**src/rtl/seq_pkg.sv**
```systemverilog
// Shared types and helpers for the serializer and the sequence detector bench.
package seq_pkg;

    typedef enum logic {
        SER_IDLE  = 1'b0,
        SER_SHIFT = 1'b1
    } ser_state_t;

    localparam int MAX_WIDTH = 32;

    // Reverses a full MAX_WIDTH word; callers take the top bits for narrower words.
    function automatic logic [MAX_WIDTH-1:0] bit_reverse(input logic [MAX_WIDTH-1:0] w);
        logic [MAX_WIDTH-1:0] r;
        r = '0;
        for (int i = 0; i < MAX_WIDTH; i++) begin
            r[i] = w[MAX_WIDTH-1-i];
        end
        return r;
    endfunction

endpackage

```
**src/rtl/seq_hold_reg.sv**
```systemverilog
// One-word holding register with a full flag; lets a second word wait behind the shifter.
module seq_hold_reg #(
    parameter int WIDTH = 4
) (
    input  logic             clk,
    input  logic             reset,
    input  logic             i_load,
    input  logic             i_take,
    input  logic [WIDTH-1:0] i_data,
    output logic             o_full,
    output logic [WIDTH-1:0] o_data
);

    logic             r_full;
    logic [WIDTH-1:0] r_data;

    // Load wins over take; the two never coincide because loading requires an empty register.
    always_ff @(posedge clk or posedge reset) begin
        if (reset) begin
            r_full <= 1'b0;
            r_data <= '0;
        end else if (i_load) begin
            r_full <= 1'b1;
            r_data <= i_data;
        end else if (i_take) begin
            r_full <= 1'b0;
        end
    end

    assign o_full = r_full;
    assign o_data = r_data;

endmodule

```
**src/rtl/seq_serializer.sv**
```systemverilog
// Parallel-to-serial feeder: valid/ready word input, one bit per clock on seq_out.
module seq_serializer
    import seq_pkg::*;
#(
    parameter int   WIDTH      = 4,
    parameter bit   MSB_FIRST  = 1'b1,
    parameter logic IDLE_LEVEL = 1'b0
) (
    input  logic             clk,
    input  logic             reset,
    input  logic [WIDTH-1:0] word_in,
    input  logic             word_valid,
    output logic             word_ready,
    output logic             seq_out,
    output logic             bit_valid,
    output logic             word_done,
    output logic             busy
);

    localparam int             CNT_W    = $clog2(WIDTH);
    localparam logic [CNT_W-1:0] CNT_LAST = CNT_W'(WIDTH - 1);

    ser_state_t       r_state;
    ser_state_t       w_state_nxt;
    logic [WIDTH-1:0] r_shreg;
    logic [WIDTH-1:0] w_shreg_nxt;
    logic [CNT_W-1:0] r_bit_cnt;
    logic [CNT_W-1:0] w_bit_cnt_nxt;
    logic             r_word_done;
    logic             w_word_done_nxt;

    logic             w_accept;
    logic             w_hold_full;
    logic             w_hold_load;
    logic             w_hold_take;
    logic [WIDTH-1:0] w_hold_data;
    logic [WIDTH-1:0] w_word_rev;
    logic [WIDTH-1:0] w_word_ord;

    // The shifter always moves left, so LSB-first words are reversed once on entry.
    for (genvar g = 0; g < WIDTH; g++) begin : g_rev
        assign w_word_rev[g] = word_in[WIDTH-1-g];
    end

    assign w_word_ord = MSB_FIRST ? word_in : w_word_rev;
    assign w_accept   = word_valid && !w_hold_full;

    seq_hold_reg #(
        .WIDTH (WIDTH)
    ) u_hold (
        .clk    (clk),
        .reset  (reset),
        .i_load (w_hold_load),
        .i_take (w_hold_take),
        .i_data (w_word_ord),
        .o_full (w_hold_full),
        .o_data (w_hold_data)
    );

    // State, shifter, bit counter and done pulse registers.
    always_ff @(posedge clk or posedge reset) begin
        if (reset) begin
            r_state     <= SER_IDLE;
            r_shreg     <= '0;
            r_bit_cnt   <= '0;
            r_word_done <= 1'b0;
        end else begin
            r_state     <= w_state_nxt;
            r_shreg     <= w_shreg_nxt;
            r_bit_cnt   <= w_bit_cnt_nxt;
            r_word_done <= w_word_done_nxt;
        end
    end

    // Next-state logic; on the last bit the held word takes priority over a new input word.
    always_comb begin
        w_state_nxt     = r_state;
        w_shreg_nxt     = r_shreg;
        w_bit_cnt_nxt   = r_bit_cnt;
        w_word_done_nxt = 1'b0;
        w_hold_load     = 1'b0;
        w_hold_take     = 1'b0;
        case (r_state)
            SER_IDLE: begin
                if (w_accept) begin
                    w_shreg_nxt   = w_word_ord;
                    w_bit_cnt_nxt = CNT_LAST;
                    w_state_nxt   = SER_SHIFT;
                end else begin
                    w_state_nxt   = SER_IDLE;
                end
            end
            SER_SHIFT: begin
                if (r_bit_cnt != '0) begin
                    w_shreg_nxt   = {r_shreg[WIDTH-2:0], 1'b0};
                    w_bit_cnt_nxt = r_bit_cnt - CNT_W'(1);
                    w_hold_load   = w_accept;
                end else begin
                    w_word_done_nxt = 1'b1;
                    if (w_hold_full) begin
                        w_shreg_nxt   = w_hold_data;
                        w_bit_cnt_nxt = CNT_LAST;
                        w_hold_take   = 1'b1;
                    end else if (w_accept) begin
                        w_shreg_nxt   = w_word_ord;
                        w_bit_cnt_nxt = CNT_LAST;
                    end else begin
                        w_state_nxt   = SER_IDLE;
                    end
                end
            end
            default: begin
                w_state_nxt = SER_IDLE;
            end
        endcase
    end

    assign word_ready = !w_hold_full;
    assign seq_out    = (r_state == SER_SHIFT) ? r_shreg[WIDTH-1] : IDLE_LEVEL;
    assign bit_valid  = (r_state == SER_SHIFT);
    assign word_done  = r_word_done;
    assign busy       = (r_state == SER_SHIFT) || w_hold_full;

endmodule

```
**config.mk**
```make
export PLATFORM = sky130hd
export DESIGN_NAME = seq_serializer
export DESIGN_NICKNAME = d
export VERILOG_FILES = /design/src/rtl/seq_pkg.sv /design/src/rtl/seq_hold_reg.sv /design/src/rtl/seq_serializer.sv
export SDC_FILE = /design/constraint.sdc
export NUM_CORES = 1
export LEC_CHECK = 0
export CAP_MARGIN = 20
export CORE_AREA = 2 2 39 41
export CTS_CLUSTER_SIZE = 20
export DETAILED_ROUTE_END_ITERATION = 10
export DIE_AREA = 0 0 41 43
export DONT_BUFFER_PORTS = 1
export GPL_TIMING_DRIVEN = 0
export PLACE_DENSITY = 0.66
export SLEW_MARGIN = 5
export SYNTH_ARGS = -nofsm -noshare
export SYNTH_HDL_FRONTEND = slang
export SYNTH_HIERARCHICAL = 1
export SYNTH_SLANG_ARGS = --single-unit
```
**constraint.sdc**
```tcl
create_clock -name clk -period 3.4 [get_ports clk]
set_input_delay 0.68 -clock clk [delete_from_list [all_inputs] [get_ports clk]]
set_output_delay 0.68 -clock clk [all_outputs]
set_load 0.01 [all_outputs]
```
==> results.json, run 1 <==
{
  "netlist_area_um2": 682,
  "status": "finished, final reports clean",
  "htree_levels": 1,
  "post-route-period-util": 0.549,
  "drt_iter0_markers": 14,
  "numPortBuffers": 0,
  "grt_usage": 0.193,
  "cp_top_family": "flip-flops",
  "cts_setup_buffers": 0,
  "clockRootBuffer": "clkbuf_4",
  "cp_cell_sequence": "buf_4 -> or2_2",
  "antenna_cells": 0,
  "rsz0062_at_grt": "false",
  "synth_seq_cells": 13,
  "cts.sinks": 13,
  "maxSlewViolCount": 0,
  "synth_cell_types": 26,
  "dpl.hpwl_um": 942,
  "cts_tree": "yes",
  "fin_crit_ns": 1.87,
  "cp-start-kind": "flip-flop",
  "grt_pass1_wl_mm": 2.19,
  "hold_viol": 0,
  "finalWorstSetupSlack_ns": 1.53,
  "wirelength_mm": 1.29,
  "ys_async_sr_fraction": 1.00,
  "syn_inst": 61,
  "synth_edf_count": 0,
  "setup-violations-final": 0,
  "worstSkewPairLatency_ns": 0.28,
  "grt_max_degree": 11,
  "viasPerCell": 5.63,
  "clk_path_buf_depth": 2,
  "die_y_um": 43,
  "critPathBufInv": 1,
  "post-place-ws_ns": 1.60,
  "max_slew_margin": 0.661,
  "io_pins": 12,
  "pwr_density_cell_mw_per_mm2": 972,
  "num_rows": 14,
  "syn-num-nets": 68,
  "clk_pin_slew_ns": 0.08,
  "place.gp.congestion": 0.786,
  "die_w_um": 41,
  "synth_ff_type": "dfrtp_1",
  "final_nets": 73,
  "place_area_um2": 702,
  "worst_path_max_delay_cell": "dfrtp_1",
  "final.setup.tns_ns": 0,
  "initial_core_util": 0.493,
  "cts_buffers": 3,
  "grt_pass1_vias": 490,
  "power_leakage_uw": 0.000320,
  "die_area_mm2": 0.00176,
  "drc_errors": 0,
  "vias": 456,
  "antenna_found_initial": 0,
  "fmax_ghz": 0.536,
  "area_growth_pct": 6.79,
  "vdd_drop_max_uv": 420,
  "clock_skew_ns": 0.00363,
  "firstDrtPassIters": 4,
  "critPathArrivalTime_ns": 1.19,
  "drv_cap": 0,
  "hp-class": "in -> async",
  "path_class": "reg -> out",
  "endpoint_kind": "primary output",
  "final_area_um2": 728,
  "overflow": 0,
  "drive_above_1_share": 0.215,
  "hold_buffers": 0,
  "cts_resized": 0,
  "cp_max_fo": 10,
  "tightestPinTransition_ns": 0.504,
  "wire_per_inst_um": 15.9,
  "ant_nets": 0,
  "slowest_delay_ns": 0.42,
  "yosys_warnings": 6,
  "yosysSeqAreaShare": 0.477,
  "postSynthAreaPerCell_um2": 11.2,
  "crit_required_ns": 2.72,
  "core_area_mm2": 0.00138
}
==> final cells by class <==
type,count,area [µm²]
inverters,5,18.8
plain buffers,5,48.8
fillers,138,656
multi-input cells,38,289
flip-flops and latches,13,325
clock buffers,4,26.3
well taps,16,20.0
==> routing by layer <==
layer / up-vias / global-route usage / share of wire
met1: 217 / 0.245 / 0.46
met2: 8 / 0.269 / 0.48
met4: 0 / 0.127 / 0.030
met5: - / 0 / 0
li1: 226 / - / -
met3: 5 / 0.0628 / 0.033
==> cell usage after synthesis (2+ instances only) <==
| cell type | instances | area, µm² |
|---|---|---|
| buf_6 | 3 | 33.8 |
| o21ai_1 | 3 | 15.0 |
| mux2_2 | 4 | 45.0 |
| o21ai_0 | 2 | 10.0 |
| a22oi_1 | 3 | 22.5 |
| buf_4 | 2 | 15.0 |
| inv_1 | 5 | 18.8 |
| and2_1 | 2 | 12.5 |
| mux2i_1 | 5 | 50.1 |
| or4b_1 | 3 | 30.0 |
| nor2_1 | 2 | 7.51 |
| dfrtp_1 | 13 | 325 |
==> report_power, final <==
group,leakage (µW),internal (µW),switching [µW]
Clock,0.0000150,45.6,51.1
Sequential,0.000154,232,51.8
Combinational,0.000151,165,162
Total,0.000320,443,265
==> sequential cells by signal (all words and copies together) (netlist names) <==
signal,count
r_bit_cnt,2
bit_valid,1
u_hold/o_full,1
r_shreg,4
u_hold/o_data,4
word_done,1
==> per-stage QoR <==
stage | hold WS (ns) | std cells | total power [µW] | util
after floorplan | 0.459 | 61 | 553 | -
after global placement | 0.472 | 77 | 606 | 0.507
after detailed placement | 0.471 | 77 | 618 | 0.507
after CTS | 0.167 | 81 | 716 | 0.526
after global routing | 0.166 | 81 | 774 | 0.526
final | 0.165 | 81 | 707 | 0.526
==> final timing paths <==
| check | startpoint | endpoint | slack, ns | cells past startpoint |
|---|---|---|---|---|
| worst max-delay path | u_hold/o_full | busy | 1.53 | 2 |
| worst min-delay path | reset | u_hold/o_data[1] | 0.16 | 1 |
| worst max register to register | u_hold/o_full | u_hold/o_data[0] | 1.78 | 5 |
| worst min register to register | u_hold/o_data[2] | u_hold/o_data[2] | 0.51 | 1 |
| max in group asynchronous | reset | r_bit_cnt[0] | 2.94 | 1 |
| min in group clk | u_hold/o_data[2] | u_hold/o_data[2] | 0.51 | 1 |
==> cell usage in the layout, fill, tap and decap left out, types with 3 or more instances in the layout <==
cell / netlist / layout
inv_1: 5 / 5
dfrtp_1: 13 / 13
mux2i_1: 5 / 5
buf_6: 3 / 3
o21ai_1: 3 / 3
mux2_2: 4 / 4
or4b_1: 3 / 3
a22oi_1: 3 / 3
clkbuf_4: 0 / 3
==> worst reg2reg max path: stages (launching register included) <==
cell	delay (ns)
dfrtp_1	0.42
and2b_1	0.22
buf_6	0.14
nand2_1	0.06
nor2_1	0.30
mux2_2	0.38
==> cells by family after synthesis <==
kind of cell	after synthesis	share of synthesized area
AO/OA/AOI/OAI	14	0.136
AND/OR/NAND/NOR	14	0.136
flip-flops	13	0.477
buffers and inverters	10	0.0991
multiplexers	9	0.139
XOR/XNOR	1	0.0128
(Power assumes the default switching activity.)
==> run 2: changes to the inputs <==
ABC_AREA = 1   (was unset)
CORE_AREA = unset   (was 2 2 39 41)
CORE_MARGIN = 2   (was unset)
CORE_UTILIZATION = 53   (was unset)
DIE_AREA = unset   (was 0 0 41 43)
PLACE_DENSITY = 0.71   (was 0.66)
clock period = 1.7 ns   (was 3.4 ns; I/O delays follow)
==> results.json, run 2 <==
{
  "mostFrequentLayoutCell": "nand2_1",
  "antenna_found_initial": 0,
  "layout_common_cells": "42 x nand2_1, 13 x dfrtp_1, 11 x inv_1, 9 x nand3_1, 8 x nor2_1",
  "final_area_um2": 769,
  "rsz0062_at_grt": "false",
  "dpl.hpwl_mm": 1.02,
  "r2r_cells": 6,
  "met3_usage": 0.0598,
  "synthTopCellsByCount": "42 x nand2_1, 13 x dfrtp_1, 11 x inv_1",
  "fill_cells": 115,
  "final_nets": 115,
  "cts_resized": 0,
  "drc_errors": 0,
  "crit_required_ns": 1.87,
  "yosysSeqAreaShare": 0.455,
  "power.total_uw": 1520,
  "multi_input_area_um2": 310,
  "maxSlewViolCount": 0,
  "io_pins": 12,
  "post-route-period-util": 0.816,
  "die_y_um": 40.7,
  "overflow": 0,
  "rr_endpoint": "u_hold/o_data[0]",
  "postSynthAreaPerCell_um2": 7.00,
  "status": "finished, final reports clean",
  "hp-class": "in -> reg",
  "clock_skew_ns": 0.00532,
  "power_leakage_uw": 0.000448,
  "core_area_mm2": 0.00128,
  "path_class": "reg -> reg",
  "num_rows": 13,
  "die_w_um": 40.7,
  "syn_inst": 102,
  "antenna_cells": 0,
  "synth_top_area_cell": "dfrtp_1",
  "worstSkewPairLatency_ns": 0.27,
  "cts.sinks": 13,
  "ys_async_sr_fraction": 1.00,
  "busiest_layer": "met2",
  "wire_per_inst_um": 10.8,
  "critPathLaunch": "u_hold/o_full",
  "vdd_drop_max_uv": 1160,
  "netlist_area_um2": 714,
  "critical_path.endpoint": "u_hold/o_data[0]",
  "place.gp.congestion": 0.753,
  "setup-violations-final": 0,
  "area_growth_pct": 7.71,
  "worstHoldPathCells": 2,
  "firstDrtPassIters": 4,
  "hold_viol": 0,
  "numPortBuffers": 0,
  "fmax_ghz": 0.720,
  "pwr_density_cell_mw_per_mm2": 1980,
  "clockRootBuffer": "clkbuf_4",
  "drt_iter0_markers": 11,
  "drv_cap": 0,
  "synth_edf_count": 0,
  "reg2reg_setup_slack_ns": 0.31,
  "clk_path_buf_depth": 2,
  "use_met1": 0.245,
  "grt_pass1_wl_mm": 2.00,
  "cts_setup_buffers": 0,
  "fin_crit_ns": 1.39,
  "wirelength_mm": 1.32,
  "clk_pin_slew_ns": 0.08,
  "syn-num-nets": 109,
  "worstReg2RegStart": "u_hold/o_full",
  "cts_tree": "yes",
  "die_area_mm2": 0.00166,
  "max_slew_margin": 0.770,
  "cts_buffers": 3,
  "synth_cell_types": 14,
  "finalWorstSetupSlack_ns": 0.312,
  "htree_levels": 1,
  "seqCellArea_um2": 325,
  "critPathArrivalTime_ns": 1.55,
  "synth_top_area_share": 0.455,
  "endpoint_kind": "flip-flop",
  "ant_nets": 0,
  "final.setup.tns_ns": 0,
  "hold_buffers": 1,
  "cp_max_fo": 9,
  "yosysMostFrequentCell": "nand2_1",
  "synth_area_leaders": "dfrtp_1 46%, nand2_1 22%, nand3_1 6.3%",
  "synth_ff_type": "dfrtp_1",
  "place_area_um2": 733,
  "cp-start-kind": "flip-flop",
  "grt_usage": 0.192,
  "synth_seq_cells": 13,
  "viasPerCell": 4.81,
  "tightestPinTransition_ns": 0.343,
  "vias": 587,
  "initial_core_util": 0.556,
  "grt_pass1_vias": 473,
  "yosys_warnings": 6,
  "use_met2": 0.278,
  "drive_above_1_share": 0.150,
  "grt_max_degree": 10,
  "post-place-ws_ns": 0.325
}
==> run 2: cell types whose count changed after synthesis, moves of 3 or more <==
cell | previous run | this run
a22oi_1 | 3 | 0
inv_1 | 5 | 11
inv_2 | 0 | 6
mux2_2 | 4 | 0
mux2i_1 | 5 | 0
nand2_1 | 1 | 42
nand2_2 | 0 | 3
nand3_1 | 0 | 9
nand3b_1 | 0 | 3
nor2_1 | 2 | 8
or4b_1 | 3 | 0
==> run 2: area by class of cell <==
class,count,area share
flip-flops and latches,13,0.423
repair buffers,1,0.0130
clock buffers,4,0.0341
inverters,18,0.0878
multi-input cells,70,0.403
plain buffers,1,0.0146
well taps,15,0.0244
==> run 2: cells by family (layout without fill, tap and decap cells) <==
| family | after synthesis | after routing | synth area share |
|---|---|---|---|
| AOI/OAI and AO/OA | 3 | 3 | 0.0263 |
| buffers and inverters | 19 | 24 | 0.110 |
| DFF | 13 | 13 | 0.455 |
| and+or+nand+nor | 67 | 67 | 0.408 |
==> run 2: power by group <==
group          switching [µW]  internal, µW  total, µW  leakage, µW
logic                     494           265        758     0.000276
registers                 116           461        577     0.000157
clock network            97.8          90.9        189    0.0000150
==> run 2: worst min path at each step <==
stage	from	end	slack (ns)
global placement	reset	u_hold/o_data[3]	0.14
detailed placement	reset	u_hold/o_data[3]	0.14
floorplan	reset	u_hold/o_data[0]	0.12
global route	word_in[2]	u_hold/o_data[2]	0.18
CTS	word_in[2]	u_hold/o_data[2]	0.18
finish	word_in[3]	u_hold/o_data[3]	0.18
==> run 2: stage by stage <==
stage / hold WS [ns] / util / cells
6_report: 0.183 / 0.599 / 122
5_1_grt: 0.182 / 0.599 / 122
4_1_cts: 0.182 / 0.599 / 122
3_5_place_dp: 0.138 / 0.571 / 117
3_3_place_gp: 0.136 / 0.571 / 117
2_1_floorplan: 0.119 / - / 102
==> run 2: worst max-delay path, stage by stage (launching register included) <==
cell and delay (ns):
dfrtp_1 0.43, inv_2 0.20, nand2_4 0.12, nor2_1 0.31, inv_2 0.10, nand2_1 0.07
nand2_1 0.05
==> run 2: per-layer routing <==
| layer | part of all wire | vias up |
|---|---|---|
| met2 | 0.45 | 13 |
| met3 | 0.043 | 4 |
| li1 | - | 317 |
| met4 | 0.025 | 0 |
| met1 | 0.48 | 253 |
| met5 | 0 | - |
==> run 3: changes to the inputs <==
CORE_AREA = 2 2 39 41   (was unset)
CORE_MARGIN = unset   (was 2)
CORE_UTILIZATION = unset   (was 53)
DIE_AREA = 0 0 41 43   (was unset)
PLACE_DENSITY = 0.69   (was 0.71)
clock period = 1.3 ns   (was 1.7 ns; I/O delays follow)
==> results.json, run 3 (synthesis gave the netlist of run 2 again) <==
{
  "viasPerCell": 5.05,
  "place.gp.congestion": 0.841,
  "post-place-ws_ns": -0.0857,
  "drt_iter0_markers": 13,
  "firstDrtPassIters": 4,
  "p_sw_uw": 994,
  "pwr-share-seq": 0.362,
  "worstSkewPairLatency_ns": 0.29,
  "antenna_cells": 0,
  "power.total_uw": 2110,
  "top_layer_used": "met4",
  "power_leakage_uw": 0.000461,
  "drc_errors": 0,
  "p_comb_frac": 0.516,
  "met3_length_um": 65,
  "p_clk_frac": 0.123,
  "numPortBuffers": 0,
  "setup-violations-final": 0,
  "htree_levels": 1,
  "fin_crit_ns": 1.25,
  "pwr_density_cell_mw_per_mm2": 2640,
  "critPathArrivalTime_ns": 0.99,
  "clock_skew_ns": 0.00563,
  "path_class": "reg -> out",
  "max_slew_margin": 0.783,
  "met1_length_um": 646,
  "wire_per_inst_um": 11.8,
  "vias": 631,
  "die_w_um": 41,
  "num_rows": 14,
  "cts_tree": "yes",
  "layout_common_cells": "41 x nand2_1, 13 x dfrtp_1, 10 x inv_1, 9 x nand3_1, 7 x nor2_1",
  "hp-class": "in -> reg",
  "crit_required_ns": 1.04,
  "clk_pin_slew_ns": 0.07,
  "finalWorstSetupSlack_ns": 0.0464,
  "area_growth_pct": 12.1,
  "grt_usage": 0.199,
  "final_nets": 117,
  "endpoint_kind": "primary output",
  "cp-start-kind": "flip-flop",
  "mostFrequentLayoutCell": "nand2_1",
  "overflow": 0,
  "cts.sinks": 13,
  "switching_share": 0.470,
  "wl_met2_um": 722,
  "drv_cap": 0,
  "tightestPinTransition_ns": 0.325,
  "clockRootBuffer": "clkbuf_4",
  "initial_core_util": 0.516,
  "cts_buffers": 3,
  "vdd_drop_max_uv": 1250,
  "post-route-period-util": 0.964,
  "clk_path_buf_depth": 2,
  "grt_pass1_wl_mm": 2.29,
  "cp_max_fo": 7,
  "fmax_ghz": 0.798,
  "drive_above_1_share": 0.202,
  "hold_viol": 0,
  "rsz0062_at_grt": "true",
  "status": "finished, final reports clean",
  "core_area_mm2": 0.00138,
  "antenna_found_initial": 0,
  "p_int_uw": 1120,
  "dpl.hpwl_mm": 1.11,
  "io_pins": 12,
  "grt_max_degree": 10,
  "grt_pass1_vias": 573,
  "maxSlewViolCount": 0,
  "wirelength_mm": 1.48,
  "die_area_mm2": 0.00176,
  "post-place-cells": 118,
  "reg2reg_setup_slack_ns": 0.12,
  "ant_nets": 0,
  "die_y_um": 43,
  "final_cell_count_no_fill": 125,
  "fill_cells": 142
}
## run 3: cell count changes in the layout (fill, tap and decap cells not counted), sizes merged
cell	delta
buf	+2
clkinv	-1
inv	+1
## run 3: cell type report
cell class	instances	area, µm²	area share
timing repair buffer	3	25.0	0.0313
buffer	1	11.3	0.0141
tap	16	20.0	0.0250
inverter	18	72.6	0.0906
clock buffer	4	26.3	0.0328
multi-input combinational	70	320	0.400
sequential	13	325	0.406
## run 3: final timing paths
kind                               endpoint  depth (start not counted)        startpoint
max in group asynchronous        r_shreg[1]                          2             reset
min in group asynchronous  u_hold/o_data[0]                          2             reset
setup reg to reg           u_hold/o_data[3]                          7         bit_valid
setup / recovery                       busy                          3         bit_valid
hold / removal             u_hold/o_data[1]                          2        word_in[1]
hold reg to reg            u_hold/o_data[1]                          2  u_hold/o_data[1]
## run 3: stage by stage
step	util	TNS, ns	cell area (µm²)	hold slack [ns]
2_1_floorplan	-	0	714	0.0385
3_3_place_gp	0.531	-0.244	734	0.0528
3_5_place_dp	0.531	-0.289	734	0.0599
4_1_cts	0.562	0	778	0.0956
5_1_grt	0.579	-0.00416	801	0.109
6_report	0.579	0	801	0.0974
## run 3: worst max-delay path, cell delays in order, from the launching register on
cell and delay [ns]:
dfrtp_1 0.43, buf_6 0.16, inv_4 0.07, nand2_2 0.06
## run 3: per-layer routing
metal | track usage | vias to the layer above
li1 | - | 319
met1 | 0.226 | 287
met2 | 0.309 | 20
met3 | 0.0419 | 5
met4 | 0.140 | 0
met5 | 0 | -
## run 3: power by group through the flow
stage,Combinational (µW),Sequential (µW),Clock (µW)
finish,1090,764,259
global route,1250,789,277
CTS,1030,764,264
detailed placement,1010,764,0
global placement,979,756,0
floorplan,835,731,0
## run 3: repair_timing
item,CTS,global route
cloned,0,0
endpoints found under the hold margin,13,0
setup endpoints to repair,6,6
pin swaps,0,0
resized for setup,3,4
hold buffers,1,0
buffers inserted,0,2
